$ cat src/rtl/reg_file_param.sv
// DEPTH x WIDTH register file: two combinational read ports (optional write bypass, optional
// zero register), per-bit Z/V/N flags, and a DEPTH-cycle soft clear during which writes are dropped.
module reg_file_param #(
   parameter int WIDTH    = 16,
   parameter int DEPTH    = 16,
   parameter bit ZERO_REG = 1'b0,
   parameter bit BYPASS   = 1'b1,
   localparam int AW      = $clog2(DEPTH)
) (
   input  logic             clk,
   input  logic             rst,
   input  logic [AW-1:0]    SrcReg1,
   input  logic [AW-1:0]    SrcReg2,
   input  logic [AW-1:0]    DstReg,
   input  logic             WriteReg,
   input  logic [WIDTH-1:0] DstData,
   output logic [WIDTH-1:0] SrcData1,
   output logic [WIDTH-1:0] SrcData2,
   input  logic [2:0]       FlagD,
   input  logic [2:0]       FlagWen,
   output logic [2:0]       Flags,
   input  logic             clr_req,
   output logic             busy,
   output logic             wr_drop
);

   typedef enum logic {
      ST_IDLE  = 1'b0,
      ST_CLEAR = 1'b1
   } state_e;

   state_e           state_q, state_d;
   logic [AW-1:0]    clr_idx_q, clr_idx_d;
   logic [WIDTH-1:0] mem_q [DEPTH];
   logic [WIDTH-1:0] mem_d [DEPTH];
   logic [2:0]       flags_q, flags_d;
   logic             wr_acc;
   logic             wr_eff;

   assign busy    = (state_q == ST_CLEAR);
   assign wr_acc  = WriteReg & ~busy;
   assign wr_drop = WriteReg & busy;
   assign Flags   = flags_q;

   // A write to the hardwired zero register is accepted but must not touch storage.
   assign wr_eff  = wr_acc & ~(ZERO_REG && (DstReg == '0));

   always_comb begin
      state_d   = state_q;
      clr_idx_d = clr_idx_q;
      unique case (state_q)
         ST_IDLE: begin
            if (clr_req) begin
               state_d   = ST_CLEAR;
               clr_idx_d = '0;
            end
         end
         ST_CLEAR: begin
            // DEPTH is a power of two, so the increment wraps to 0 on the last entry.
            clr_idx_d = clr_idx_q + 1'b1;
            if (clr_idx_q == AW'(DEPTH - 1)) begin
               state_d = ST_IDLE;
            end
         end
         default: begin
            state_d   = ST_IDLE;
            clr_idx_d = '0;
         end
      endcase
   end

   always_comb begin
      mem_d = mem_q;
      if (busy) begin
         mem_d[clr_idx_q] = '0;
      end else if (wr_eff) begin
         mem_d[DstReg] = DstData;
      end
   end

   assign flags_d = (flags_q & ~FlagWen) | (FlagD & FlagWen);

   always_ff @(posedge clk or posedge rst) begin
      if (rst) begin
         state_q   <= ST_IDLE;
         clr_idx_q <= '0;
         flags_q   <= '0;
         mem_q     <= '{default: '0};
      end else begin
         state_q   <= state_d;
         clr_idx_q <= clr_idx_d;
         flags_q   <= flags_d;
         mem_q     <= mem_d;
      end
   end

   // Zero register overrides bypass; bypass only fires for an accepted write.
   always_comb begin
      SrcData1 = mem_q[SrcReg1];
      if (BYPASS && wr_acc && (DstReg == SrcReg1)) begin
         SrcData1 = DstData;
      end
      if (ZERO_REG && (SrcReg1 == '0)) begin
         SrcData1 = '0;
      end
   end

   always_comb begin
      SrcData2 = mem_q[SrcReg2];
      if (BYPASS && wr_acc && (DstReg == SrcReg2)) begin
         SrcData2 = DstData;
      end
      if (ZERO_REG && (SrcReg2 == '0)) begin
         SrcData2 = '0;
      end
   end

endmodule

$ cat config.mk
export PLATFORM = sky130hd
export DESIGN_NAME = reg_file_param
export DESIGN_NICKNAME = d
export VERILOG_FILES = /design/src/rtl/reg_file_param.sv
export SDC_FILE = /design/constraint.sdc
export NUM_CORES = 1
export LEC_CHECK = 0
export BUFFER_PORTS_ARGS = -buffer_cell sky130_fd_sc_hd__buf_4
export CAP_MARGIN = 15
export CORE_ASPECT_RATIO = 1.75
export CORE_MARGIN = 1.5
export CORE_UTILIZATION = 56
export CTS_CLUSTER_DIAMETER = 60
export DETAILED_ROUTE_END_ITERATION = 8
export PLACE_DENSITY = 0.85
export REMOVE_ABC_BUFFERS = 1
export SYNTH_ARGS = -nofsm -noshare
export SYNTH_HDL_FRONTEND = slang
export SYNTH_SLANG_ARGS = --single-unit
$ cat constraint.sdc
create_clock -name clk -period 8 [get_ports clk]
set_clock_uncertainty 0.15 [all_clocks]
set_input_delay 0.4 -clock clk [delete_from_list [all_inputs] [get_ports clk]]
set_output_delay 0.4 -clock clk [all_outputs]
set_load 0.05 [all_outputs]
Word level (Yosys, flattened, before mapping) --
Cells that the tools add are included.
Storage, ports and cells: output and inout port bits 37, bits of input ports 38, bits in registers 264, logic and storage cells 68
Operators by class: equality and inequality tests 4, $lt $le $gt $ge 6, $add $sub $neg 1, mux-type cells 20, reductions and logical operators 5, bitwise operators 13
Operators with widths (count):
- $mux 256 | 2
- $and 256x256->256 | 1
- $bwmux 256 | 1
- $not 256->256 | 1
- $bmux 16 s4 | 2
- $demux 16 s4 | 2
- $mux 16 | 8
- $ge 5x5->1 const B | 4
- $not 4->5 | 4
- $lt 5x1->1 const B | 2
- $eq 4x4->1 | 2
- $pmux 4 s2 | 1
- $and 3x3->3 | 2
- $add 4x1->4 const B | 1
- $eq 4x4->1 const B | 1
- $logic_and 1x1->1 | 4
- $mux 4 | 1
- $not 3->3 | 1
- $or 3x3->3 | 1
- $and 1x1->1 | 2
- $mux 1 | 2
- $ne 2x2->1 const B | 1
- $pmux 1 s2 | 1
- $reduce_bool 2->1 | 1
- $not 1->1 | 1

Logic depth before layout (Yosys ltp) --
word-level depth 8, depth in mapped cells 7, mapped depth without buffers 4

Worst setup path after synthesis --
Ideal clock, no wire load.
path type input -> output, start point input port SrcReg1[0], end point output port SrcData1[10], path buffers 2, cell stages on the path 6, data required time 7.450 ns, arrival 2.065 ns, setup slack 5.385 ns, cells stage by stage buf_2 > buf_2 > mux4_2 > mux2i_1 > mux2i_1 > mux2_2
Between the ends: longest elaborated chain between the ends 5, elaborated cells between the ends (all ways) 7, those cells by class eq/ne: 1; mux: 4; bitwise: 1; reduce/logical: 1
RTL lines:
- from (decl) | line 12 | input logic [AW-1:0] SrcReg1,
- $not 4->5 (implied by the code) | line 99 | SrcData1 = mem_q[SrcReg1];
- $bmux 16 s4 | line 99
- $mux 16 (implied by the code) (2 in series) | line 99
- $mux 16 * | line 100 | if (BYPASS && wr_acc && (DstReg == SrcReg1)) begin
- to (decl) | line 17 | output logic [WIDTH-1:0] SrcData1,
Mark *: on every way between the ends. The rest lies on a longest branch, timed or not. The select of a mux whose other input is x is not followed.

Worst setup path in the final report --
start point input port SrcReg2[0], end point output port SrcData2[8]
Between the ends: longest elaborated chain between the ends 5, elaborated cells between the ends (all ways) 7, those cells by class eq/ne: 1; mux: 4; bitwise: 1; reduce/logical: 1
RTL lines:
- from (decl) | line 13 | input logic [AW-1:0] SrcReg2,
- $not 4->5 (implied by the code) | line 109 | SrcData2 = mem_q[SrcReg2];
- $bmux 16 s4 | line 109
- $mux 16 (implied by the code) (2 in series) | line 109
- $mux 16 * | line 110 | if (BYPASS && wr_acc && (DstReg == SrcReg2)) begin
- to (decl) | line 18 | output logic [WIDTH-1:0] SrcData2,
Marks and branches as above.

==> metrics.yaml <==
fmax_mhz: 242
syn_inst: 1013
cts_tree: "done"
worst-r2r-cell-count: 7
slew_headroom: 0.137
cp_slowest_cell: "nand3_1"
dp.final_hpwl_mm: 25.3
synth.most_common_cell: "dfrtp_1"
required_ps: 7450
insertion_delay_ps: 550
drv_slew: 0
finalHoldViolCount: 0
synthFlopType: "dfrtp_1"
power_density_nw_per_um2: 264
post_cts_resized: 0
grt_pass1_wl_mm: 64.3
fp.dieW_um: 124
grt_overflow: 0
final_nets: 1078
root_buffer: "clkbuf_16"
drc_errors: 0
max-vdd-ir-drop_v: 0.000158
fp.dieH_um: 214
timing.critical_path.arrival_ps: 3580
syn_to_final_growth_pct: 10.4
cp_common_cell: "buf_4"
fin_cells: 1365
status: "completed"
num_antenna_cells: 0
fillCellCount: 1757
placed_cell_area_um2: 15000
maxCapViolCount: 0
synth_edf_count: 0
start_util: 0.568
worstPathCellList: "buf_4, buf_4, xor2_1, nor3_1, nand3_1, mux2_2, buf_4"
drt_pass1_iterations: 5
dp_cells: 1316
final_area_um2: 15800
clk_pin_slew_ps: 70
dr_total_vias: 10300
hold_ws_ps: 108
worst_setup_path_start_kind: "input pin"
worstMarginPinSlew_ps: 1290
via_per_inst: 7.55
rows: 77
syn_area_um2: 14300
crit_type: "in -> out"
leakage_nw: 7.24
synth_top_area_share: 0.462
setup_viol: 0
wl_per_cell_um: 30.3
finalCritPeriodShare: 0.517
synthDistinctLibCells: 38
clock_sinks: 264
drive_gt1_frac: 0.303
total_power_mw: 4.17
grt_pass1_vias: 11000
grt_usage: 0.325
ys_seq_area_frac: 0.462
clock_path_buffers: 3
rsz0062_at_grt: "no"
numCtsBuffers: 24
drtIter0Drc: 1049
ys.warnings.count: 0
critPathCaptureType: "output pin"
cp_max_fo: 36
fin_crit_ps: 4130
postRouteAntennaNets: 0
gp_congestion: 0.917
ys_top_cells_by_count: "dfrtp_1 (264), a22o_1 (240), mux4_2 (128)"
hp-class: "in -> reg"
grt_max_degree: 146
synth_area_leaders: "dfrtp_1 (46%), mux4_2 (20%), a22o_1 (15%)"
antenna_found_initial: 0
async_reset_ff_frac: 1.00
cpPeakStageDelay_ps: 810
synth-seq-cells: 264
setup_tns_ps: 0
io_buffers: 74
hold_depth: 2
core_um2: 25100
synth_top_area_cell: "dfrtp_1"
h-tree-depth: 1
die_area_um2: 26500
wirelength_mm: 41.3
avgSynthCellArea_um2: 14.1
pin_count: 75
registers in the layout, indices dropped and copies added, names as in the netlist, named ones only:
register / count
mem_q: 256
clr_idx_q: 4
busy: 1
layer usage:
layer,GRT usage,up-vias,wire [µm]
li1,-,4077,-
met1,0.419,5275,14000
met2,0.513,734,20500
met3,0.0516,220,4070
met4,0.197,0,2760
met5,0,-,0
cell type report:
class,count,area [µm²],share of cell area
Timing Repair Buffer,114,876,0.0555
Tap cell,316,395,0.0251
Multi-Input combinational cell,627,7140,0.453
Inverter,3,18.8,0.00119
Clock buffer,34,699,0.0443
Clock inverter,7,42.5,0.00270
Sequential cell,264,6610,0.419
worst paths after layout:
| kind | startpoint | to | slack, ps |
|---|---|---|---|
| max | SrcReg2[0] | SrcData2[8] | 3870 |
| min | DstData[2] | mem_q[242] | 110 |
| max reg2reg | busy | mem_q[90] | 5140 |
| min reg2reg | mem_q[62] | mem_q[62] | 370 |
| max in group asynchronous | rst | mem_q[239] | 5750 |
| min in group asynchronous | rst | mem_q[152] | 510 |
cells by family after synthesis:
logic type	count (synthesis)	synth area share
simple gates	59	0.0239
mux	259	0.297
flops	264	0.462
buf+inv	122	0.0377
fa+ha+maj	6	0.00525
xor+xnor	10	0.00613
compound gates	293	0.168
power breakdown:
group	switching [mW]	total, mW	leakage [nW]	internal [mW]
clock	0.518	1.13	0.371	0.609
sequential	0.211	1.79	3.65	1.58
combinational	0.698	1.25	3.22	0.553
total	1.43	4.17	7.24	2.74
stage by stage:
stage,utilization,setup slack (ps)
after CTS,0.628,3890
after global routing,0.628,3690
after floorplan,-,181
after global placement,0.595,3950
final,0.628,3870
after detailed placement,0.595,3900
what timing repair did:
action / CTS / global route
hold buffers: 8 / 0
endpoints found under the hold margin: 16 / 0
setup buffers: 0 / 0
setup endpoints to repair: 0 / 0
worst max-delay path, delay by kind of cell:
| family | cells | cell delay (ps) |
|---|---|---|
| buf+inv | 3 | 1340 |
| mux | 1 | 590 |
| xor+xnor | 1 | 150 |
| simple gates | 2 | 1000 |
cells in the final DEF, fill, tap and decap left out, drive strengths merged, types with 8 or more instances in the layout:
| cell type | synthesis | routed |
|---|---|---|
| dfrtp | 264 | 264 |
| dlygate4sd3 | 0 | 8 |
| a21oi | 31 | 31 |
| clkbuf | 43 | 34 |
| mux2i | 96 | 96 |
| nor2 | 29 | 29 |
| mux2 | 35 | 35 |
| a22o | 240 | 240 |
| mux4 | 128 | 128 |
| o21ai | 18 | 18 |
| buf | 76 | 106 |
Power figures use the tool's default switching activity.
